--- config.mk ---
export PLATFORM = sky130hd
export DESIGN_NAME = fetch_unit
export DESIGN_NICKNAME = d
export VERILOG_FILES = /design/src/rtl/fetch_unit.sv
export SDC_FILE = /design/constraint.sdc
export NUM_CORES = 1
export LEC_CHECK = 0
export CORE_MARGIN = 3
export CORE_UTILIZATION = 44
export CTS_BUF_LIST = sky130_fd_sc_hd__clkbuf_8
export DETAILED_ROUTE_END_ITERATION = 10
export PLACE_DENSITY = 0.85
export RECOVER_POWER = 25
export SYNTH_ARGS = -nofsm -noshare
export SYNTH_HDL_FRONTEND = slang
export SYNTH_SLANG_ARGS = --single-unit
--- constraint.sdc ---
create_clock -name CLK -period 5 [get_ports CLK]
set_input_delay 1 -clock CLK [delete_from_list [all_inputs] [get_ports CLK]]
set_output_delay 1 -clock CLK [all_outputs]
set_load 0.05 [all_outputs]
--- src/rtl/fetch_unit.sv ---
// Instruction-fetch stage: owns the PC, issues instruction-memory reads and
// parks a returned instruction in a one-entry buffer while the pipeline stalls.
module fetch_unit #(
  parameter int                WORD_W  = 32,
  parameter logic [WORD_W-1:0] PC_INIT = 32'h0000_0000
) (
  input  logic              CLK,
  input  logic              RST,
  input  logic              enable_pc,
  input  logic [2:0]        PCSrc,
  input  logic [WORD_W-1:0] br_addr,
  input  logic [WORD_W-1:0] jmp_addr,
  input  logic [WORD_W-1:0] jr_addr,
  input  logic [WORD_W-1:0] nxt_pc_EX_MEM,
  input  logic              halt,
  input  logic              ihit,
  input  logic [WORD_W-1:0] imemload,
  output logic              imemREN,
  output logic [WORD_W-1:0] imemaddr,
  output logic [WORD_W-1:0] instr_IF,
  output logic [WORD_W-1:0] npc_IF,
  output logic              ihit_IF,
  output logic              halted
);

  typedef enum logic [1:0] {
    FETCH  = 2'd0,
    HOLD   = 2'd1,
    HALTED = 2'd2
  } state_t;

  localparam logic [WORD_W-1:0] FOUR       = {{(WORD_W-3){1'b0}}, 3'd4};
  localparam logic [WORD_W-1:0] ALIGN_MASK = {{(WORD_W-2){1'b1}}, 2'b00};

  state_t            state_q, state_d;
  logic [WORD_W-1:0] pc_q, pc_d;
  logic [WORD_W-1:0] buf_q, buf_d;
  logic [WORD_W-1:0] pc_plus4_s;
  logic [WORD_W-1:0] sel_pc_s;
  logic [WORD_W-1:0] next_pc_s;

  assign pc_plus4_s = pc_q + FOUR;

  // Next-PC select; undefined codes fall through to pc+4.
  always_comb begin
    sel_pc_s = pc_plus4_s;
    case (PCSrc)
      3'd0:    sel_pc_s = pc_plus4_s;
      3'd1:    sel_pc_s = br_addr;
      3'd2:    sel_pc_s = jmp_addr;
      3'd3:    sel_pc_s = jr_addr;
      3'd4:    sel_pc_s = nxt_pc_EX_MEM;
      default: sel_pc_s = pc_plus4_s;
    endcase
    next_pc_s = sel_pc_s & ALIGN_MASK;
  end

  // State transitions, PC update and buffer capture.
  always_comb begin
    state_d = state_q;
    pc_d    = pc_q;
    buf_d   = buf_q;
    case (state_q)
      FETCH: begin
        if (halt) begin
          state_d = HALTED;
        end else if (ihit && enable_pc) begin
          pc_d = next_pc_s;
        end else if (ihit) begin
          buf_d   = imemload;
          state_d = HOLD;
        end else begin
          state_d = FETCH;
        end
      end
      HOLD: begin
        if (halt) begin
          state_d = HALTED;
        end else if (enable_pc) begin
          pc_d    = next_pc_s;
          buf_d   = '0;
          state_d = FETCH;
        end else begin
          state_d = HOLD;
        end
      end
      HALTED: state_d = HALTED;
      default: begin
        state_d = FETCH;
        buf_d   = '0;
      end
    endcase
  end

  // Outputs; reset suppresses the same-cycle ihit pass-through.
  always_comb begin
    imemREN  = 1'b0;
    ihit_IF  = 1'b0;
    instr_IF = '0;
    halted   = 1'b0;
    case (state_q)
      FETCH: begin
        imemREN = 1'b1;
        if (ihit && !RST) begin
          ihit_IF  = 1'b1;
          instr_IF = imemload;
        end else begin
          ihit_IF  = 1'b0;
        end
      end
      HOLD: begin
        ihit_IF  = 1'b1;
        instr_IF = buf_q;
      end
      HALTED: halted = 1'b1;
      default: imemREN = 1'b0;
    endcase
  end

  assign imemaddr = pc_q;
  assign npc_IF   = pc_plus4_s;

  // Architectural state registers.
  always_ff @(posedge CLK or posedge RST) begin
    if (RST) begin
      state_q <= FETCH;
      pc_q    <= PC_INIT;
      buf_q   <= '0;
    end else begin
      state_q <= state_d;
      pc_q    <= pc_d;
      buf_q   <= buf_d;
    end
  end

endmodule

; Word level (Yosys, flattened, before mapping)
; Index checks and enable logic that the tools add are counted.
[word_totals]
in_bits = 168
register_bits = 66
wordCells = 49
out_inout_bits = 99
[classes]
addsub = 1
n_mux = 24
reduce_logical = 7
eq_ne = 13
n_bitwise = 1
[ops]
columns = op, count
row1 = $mux 32, 10
row2 = $pmux 32 s2, 2
row3 = $pmux 32 s4, 1
row4 = $pmux 32 s3, 1
row5 = $add 32x3->32 const B, 1
row6 = $ne 2x2->1 const B, 6
row7 = $eq 3x2->1 const B, 2
row8 = $mux 2, 3
row9 = $pmux 2 s3, 1
row10 = $reduce_and 6->1, 1
row11 = $mux 1, 5
row12 = $reduce_and 5->1, 1
row13 = $eq 3x1->1 const B, 1
row14 = $eq 3x3->1 const B, 1
row15 = $ne 3x3->1 const B, 1
row16 = $eq 2x1->1 const B, 1
row17 = $eq 2x2->1 const B, 1
row18 = $logic_and 1x1->1, 2
row19 = $logic_not 2->1, 1
row20 = $pmux 1 s2, 1
row21 = $reduce_bool 2->1, 1
row22 = $logic_not 1->1, 1
row23 = $not 1->1, 1

; Longest topological paths before layout
; Gate-level depths: netlist (run 1).
[logic_depth]
ltp_word = 5
mapped_depth = 7

; Worst setup path before layout (run 1)
; No wires, ideal clock.
[synth_timing]
path_type = input port to output port
startpoint = input RST
endpoint = output ihit_IF
path_buffers = 0
arrival_time_ns = 3.229
stages = 3
setup_slack_ns = 0.771
cell_sequence = inv_1 > a21oi_1 > nor2_1
[synth_via]
elab_chain_cells = 4
[synth_rtl]
columns = item, line_no
row1 = from (decl), 8  ; input logic RST,
row2 = $logic_not 1->1 (no source line), n/a
row3 = $logic_and 1x1->1, 104  ; if (ihit && !RST) begin
row4 = $mux 1, 104
row5 = $pmux 1 s2, 101  ; case (state_q)
row6 = to (decl), 22  ; output logic ihit_IF,
; Every way passes these cells.

; Final worst setup path (run 1)
[layout_timing]
startpoint = register pc_q[2] (netlist: imemaddr[2])
endpoint = output npc_IF[28]
[layout_via]
elab_chain_cells = 1
[layout_rtl]
columns = item, line_no
row1 = from (decl), 36  ; logic [WORD_W-1:0] pc_q, pc_d;
row2 = from (signal assigned), 131  ; pc_q <= pc_d;
row3 = $add 32x3->32, 42  ; assign pc_plus4_s = pc_q + FOUR;
row4 = to (decl), 21  ; output logic [WORD_W-1:0] npc_IF,
; Every way passes these cells.

==> results of run 1 <==
## critical path, delay by kind of cell (launching register included)
family | cells | cell delay [ns]
DFF | 1 | 0.51
buffers and inverters | 1 | 0.85
xor gates and xnor gates | 1 | 0.23
adders and majority gates | 1 | 0.34
and+or+nand+nor | 4 | 1.17
## report_power, final
part	total [W]	switching [W]	leakage (nW)	internal [W]
sequential	0.00102	0.000280	0.827	0.000736
combinational	0.00198	0.00128	2.20	0.000699
clock	0.000487	0.000200	0.108	0.000287
total	0.00349	0.00176	3.14	0.00172
## area by class of cell
class                   count  share of cell area
clock buffers              10             0.01776
flip-flops and latches     64              0.2067
well taps                 140             0.02260
inverters                   7            0.003390
multi-input cells         498              0.4047
clock inverters             4            0.009041
repair buffers            263              0.3358
## final timing paths
path	depth (start not counted)	to	startpoint	slack (ns)
worst max-delay path	7	npc_IF[28]	imemaddr[2]	0.54
max in group asynchronous	3	imemaddr[22]	RST	2.30
worst min-delay path	2	buf_q[13]	buf_q[13]	0.47
worst min register to register	2	buf_q[13]	buf_q[13]	0.47
worst max register to register	5	imemaddr[15]	state_q[0]	2.50
min in group asynchronous	3	buf_q[27]	RST	1.75
## per-layer routing
metal / track usage / share of wire
met4: 0.1154 / 0.033
met5: 0 / 0
met1: 0.3619 / 0.39
met2: 0.4972 / 0.49
met3: 0.07439 / 0.091
## logic make-up after synthesis
logic type                 Yosys count  share of synthesized area
buffers and inverters               65                    0.06130
and+or+nand+nor                    253                     0.2534
muxes                               29                    0.05854
xor gates and xnor gates            30                    0.05404
AOI/OAI and AO/OA                  181                     0.2492
other                                1                  0.0007498
adders and majority gates            1                   0.002501
DFF                                 64                     0.3202
## flip-flops by register name, summed over array words and instances, names as in the netlist
register and cells:
imemaddr 30, buf_q 32, state_q 2
## per-stage QoR
| step | total power [W] | setup slack [ns] | cells | hold WS (ns) | util |
|---|---|---|---|---|---|
| 2_1_floorplan | 0.002241 | 0.7710 | 627 | 0.4391 | - |
| 3_3_place_gp | 0.002955 | 0.7152 | 972 | 0.4496 | 0.6869 |
| 3_5_place_dp | 0.002992 | 0.6867 | 972 | 0.4562 | 0.6869 |
| 5_1_grt | 0.003648 | 0.3439 | 986 | 0.4900 | 0.7056 |
| 6_report | 0.003485 | 0.5395 | 986 | 0.4675 | 0.7056 |
| 4_1_cts | 0.003488 | 0.5521 | 986 | 0.4702 | 0.7059 |
## placed cells by master (no fill, tap or decap), drive strengths merged, types with 8 or more instances in the layout
cell type / n
o22ai: 26
nor2: 59
nor3: 11
clkbuf: 11
and3: 8
clkdlybuf4s50: 250
nand2: 89
a22oi: 48
dfrtp: 64
o21ai: 29
a21oi: 22
a22o: 11
nand3: 48
mux2i: 27
xor2: 13
xnor2: 17
buf: 9
==> flow_metrics.tcl, run 1 <==
set metrics [dict create \
    outcome "finished, violations left" \
    violations "max-capacitance violations, max-slew violations" \
    synth-main-ff-cell "dfrtp_1" \
    chipWidth_um 112.6 \
    ioPinCount 267 \
    core_mm2 0.01098 \
    cts.clk_slew.worst_paths_ns 0.07 \
    fin_area_mm2 0.007750 \
    setup_tns_ns 0 \
    fp.dieH_um 112.6 \
    grt_pass1_vias 5743 \
    start_util 0.4553 \
    drt_iter0_drc 895 \
    final.min_clock_period_ns 4.460 \
    rows 38 \
    cts_buffers 9 \
    max_cap_viol_count 1 \
    yosys.area.top_type "dfrtp_1" \
    end_kind "output port" \
    cts_tree "built" \
    final_max_slew_viol_count 65 \
    clock_sinks 64 \
    syn_avg_cell_area_um2 8.014 \
    post_cts_buffers 0 \
    hold_violations 0 \
    vias_per_cell 5.948 \
    postSynth.asyncResetShare 1.000 \
    overflow 0 \
    path_cells "ha_1, and3_1, nand3_1, nor3_1, nand2_1, xnor2_1, clkdlybuf4s50_1" \
    ir_drop_mv 0.3216 \
    cts_hold_buffers 0 \
    avgRoutedWirePerCell_um 19.54 \
    syn2layout_area_growth_pct 54.97 \
    critical_path_class "reg -> out" \
    drc 0 \
    cts_root_buf "clkbuf_8" \
    critical_path.max_stage_delay_ns 0.85 \
    fin_skew_ns 0.007837 \
    syn_area_mm2 0.005001 \
    drtPass1Iterations 6 \
    crit_required_ns 4.00 \
    setup_viol 0 \
    numPortBuffers 254 \
    grtUsageTotal 0.2951 \
    crit_slowest_cell "clkdlybuf4s50_1" \
    cp-start-kind "register" \
    fmax_mhz 224.2 \
    yosysWarnings 0 \
    yosysSeqAreaShare 0.3202 \
    cts_max_level 3 \
    grt_max_degree 65 \
    finalCritPeriodShare 0.8921 \
    multi_input_area_mm2 0.003137 \
    drive_above_1_share 0.05437 \
    post-dp-hpwl_mm 14.56 \
    synth.most_common_cell "nand2_1" \
    tightest_slew_ns 1.610 \
    relSlewSlack -0.07362 \
    synth-seq-cells 64 \
    cp.arrival_ns 3.46 \
    p_leak_nw 3.136 \
    place_area_mm2 0.007545 \
    synthTopCellsByCount "nand2_1, dfrtp_1, nor2_1" \
    p_per_area_mw_per_mm2 449.7 \
    worstSkewPairLatency_ns 0.35 \
    ant_nets 0 \
    synth_edf_count 0 \
    grt_pass1_wl_mm 30.08 \
    wirelength_mm 19.26 \
    synth_cells 624 \
    vias 5865 \
    yosysUniqueCellTypes 64 \
    fin_nets 1012 \
    rsz0062_at_grt "false" \
    n_antenna_cell 0 \
    synth_top_area_frac 0.3202 \
    layout.area.seq_mm2 0.001602 \
    die_area_mm2 0.01268 \
    num-fill-cells 879 \
    antenna_found_initial 0 \
    ctsResizeCount 0 \
    crit_fanout 8 \
    hold_path_class "reg -> reg" \
    gp_congestion 0.9483 \
    clock_path_buffers 2 \
    yosys-top-cells-area "dfrtp_1, a22oi_1, nand2_1" \
]
No activity file was read; power rests on OpenSTA's default activity.
==> inputs of run 2 (changes only) <==
--- a/config.mk
+++ b/config.mk
@@ -11,6 +11,7 @@
 export DETAILED_ROUTE_END_ITERATION = 10
 export PLACE_DENSITY = 0.85
 export RECOVER_POWER = 25
+export SETUP_SLACK_MARGIN = 0.15
 export SYNTH_ARGS = -nofsm -noshare
 export SYNTH_HDL_FRONTEND = slang
 export SYNTH_SLANG_ARGS = --single-unit
==> results of run 2 <==
Same layout as run 1: the final DEF is identical, and so are final timing and power.
==> inputs of run 3 (changes only) <==
--- a/config.mk
+++ b/config.mk
@@ -5,13 +5,15 @@
 export SDC_FILE = /design/constraint.sdc
 export NUM_CORES = 1
 export LEC_CHECK = 0
+export ABC_CLOCK_PERIOD_IN_PS = 5000
 export CORE_MARGIN = 3
 export CORE_UTILIZATION = 44
 export CTS_BUF_LIST = sky130_fd_sc_hd__clkbuf_8
 export DETAILED_ROUTE_END_ITERATION = 10
 export PLACE_DENSITY = 0.85
-export RECOVER_POWER = 25
+export RECOVER_POWER = 50
 export SETUP_SLACK_MARGIN = 0.15
+export SLEW_MARGIN = 10
 export SYNTH_ARGS = -nofsm -noshare
 export SYNTH_HDL_FRONTEND = slang
 export SYNTH_SLANG_ARGS = --single-unit
==> flow_metrics.tcl, run 3 (synthesis gave the netlist of run 1 again) <==
set metrics [dict create \
    outcome "finished, violations left" \
    violations "max-capacitance violations, max-slew violations" \
    met2_usage 0.4972 \
    setup_tns_ns 0 \
    post-dp-hpwl_mm 14.56 \
    clock_path_buffers 2 \
    final.min_clock_period_ns 4.453 \
    cp.arrival_ns 3.45 \
    cts.clk_slew.worst_paths_ns 0.07 \
    gp_congestion 0.9483 \
    clock_sinks 64 \
    worstSkewPairLatency_ns 0.35 \
    die_area_mm2 0.01268 \
    grtUsageTotal 0.2951 \
    largest_register "buf_q" \
    post_cts_buffers 0 \
    vias 5873 \
    vias_per_cell 5.950 \
    max_cap_viol_count 2 \
    r2r_setup_slack_ns 2.07 \
    hold_violations 0 \
    drt_iter0_drc 917 \
    use_met1 0.3619 \
    cts_max_level 3 \
    cp-start-kind "register" \
    p_leak_nw 3.175 \
    p_per_area_mw_per_mm2 443.9 \
    grt_pass1_vias 5743 \
    relSlewSlack -0.1899 \
    end_kind "output port" \
    drc 0 \
    ctsResizeCount 0 \
    ant_nets 0 \
    avgRoutedWirePerCell_um 19.62 \
    antenna_found_initial 0 \
    p_total_w 0.003444 \
    tightest_slew_ns 1.777 \
    ir_drop_mv 0.3140 \
    cts_root_buf "clkbuf_8" \
    setup_viol 0 \
    busiest_layer "met2" \
    final_cell_mix "clkdlybuf4s50_1, nand2_1, dfrtp_1" \
    grt_pass1_wl_mm 30.08 \
    drive_above_1_share 0.05549 \
    numPortBuffers 254 \
    cts_buffers 9 \
    hold_path_class "reg -> reg" \
    rows 38 \
    globalRouteMet3Util 0.07439 \
    wirelength_mm 19.36 \
    crit_fanout 8 \
    syn2layout_area_growth_pct 55.14 \
    fin_nets 1013 \
    start_util 0.4553 \
    fp.dieH_um 112.6 \
    mostFrequentLayoutCell "clkdlybuf4s50_1" \
    fin_util 0.7064 \
    hold_ws_ns 0.4694 \
    n_antenna_cell 0 \
    core_mm2 0.01098 \
    rsz0062_at_grt "false" \
    place_worst_setup_slack_ns 0.6867 \
    cts_hold_buffers 0 \
    chipWidth_um 112.6 \
    num-fill-cells 877 \
    cts_tree "built" \
    fmax_mhz 224.5 \
    final_max_slew_viol_count 98 \
    grt_max_degree 65 \
    critical_path_class "reg -> out" \
    finalCritPeriodShare 0.8907 \
    largest_reg_flops 32 \
    crit_required_ns 4.00 \
    ioPinCount 267 \
    drtPass1Iterations 6 \
    overflow 0 \
    fin_skew_ns 0.008059 \
    worst_slack_ns 0.5466 \
]
==> run 3: cell types whose count changed in the layout (fill, tap and decap cells not counted), sizes merged <==
cell / previous run / this run
buf: 9 / 10
clkdlybuf4s50: 250 / 216
dlygate4sd3: 3 / 37
==> run 3: per-stage QoR <==
step | std cells | area, um^2
3_3_place_gp | 972 | 7545
4_1_cts | 986 | 7752
3_5_place_dp | 972 | 7545
6_report | 987 | 7759
2_1_floorplan | 627 | 5012
5_1_grt | 987 | 7759
==> run 3: path summary, 6_finish.rpt <==
check	from	endpoint	cells past startpoint
setup / recovery	imemaddr[2]	npc_IF[28]	7
hold / removal	buf_q[13]	buf_q[13]	2
setup reg to reg	state_q[0]	imemaddr[6]	5
hold reg to reg	buf_q[13]	buf_q[13]	2
max in group asynchronous	RST	state_q[1]	3
min in group asynchronous	RST	buf_q[28]	3
==> run 3: power by group <==
part / leakage, nW / internal [W] / switching [W]
clock: 0.108 / 0.000287 / 0.000201
sequential: 0.827 / 0.000736 / 0.000276
combinational: 2.24 / 0.000661 / 0.00128
==> run 3: worst max-delay path: stages, from the launching register on <==
cell	delay [ns]
dfrtp_1	0.51
ha_1	0.34
and3_1	0.31
nand3_1	0.25
nor3_1	0.47
nand2_1	0.14
xnor2_1	0.23
clkdlybuf4s50_1	0.85
==> run 3: cell type report <==
| cell class | count | area (um^2) | area share |
|---|---|---|---|
| clock buffer | 10 | 137.6 | 0.01774 |
| clock inverter | 4 | 70.07 | 0.009031 |
| inverter | 7 | 26.28 | 0.003387 |
| sequential | 64 | 1602 | 0.2064 |
| timing repair buffer | 264 | 2618 | 0.3374 |
| tap | 140 | 175.2 | 0.02258 |
| multi-input combinational | 498 | 3131 | 0.4035 |
==> run 3: metal layers <==
metal,wire [um],vias to the layer above,part of all wire
met2,9518,361,0.49
met5,0,-,0
li1,-,2717,-
met4,582,0,0.030
met3,1705,46,0.088
met1,7557,2749,0.39
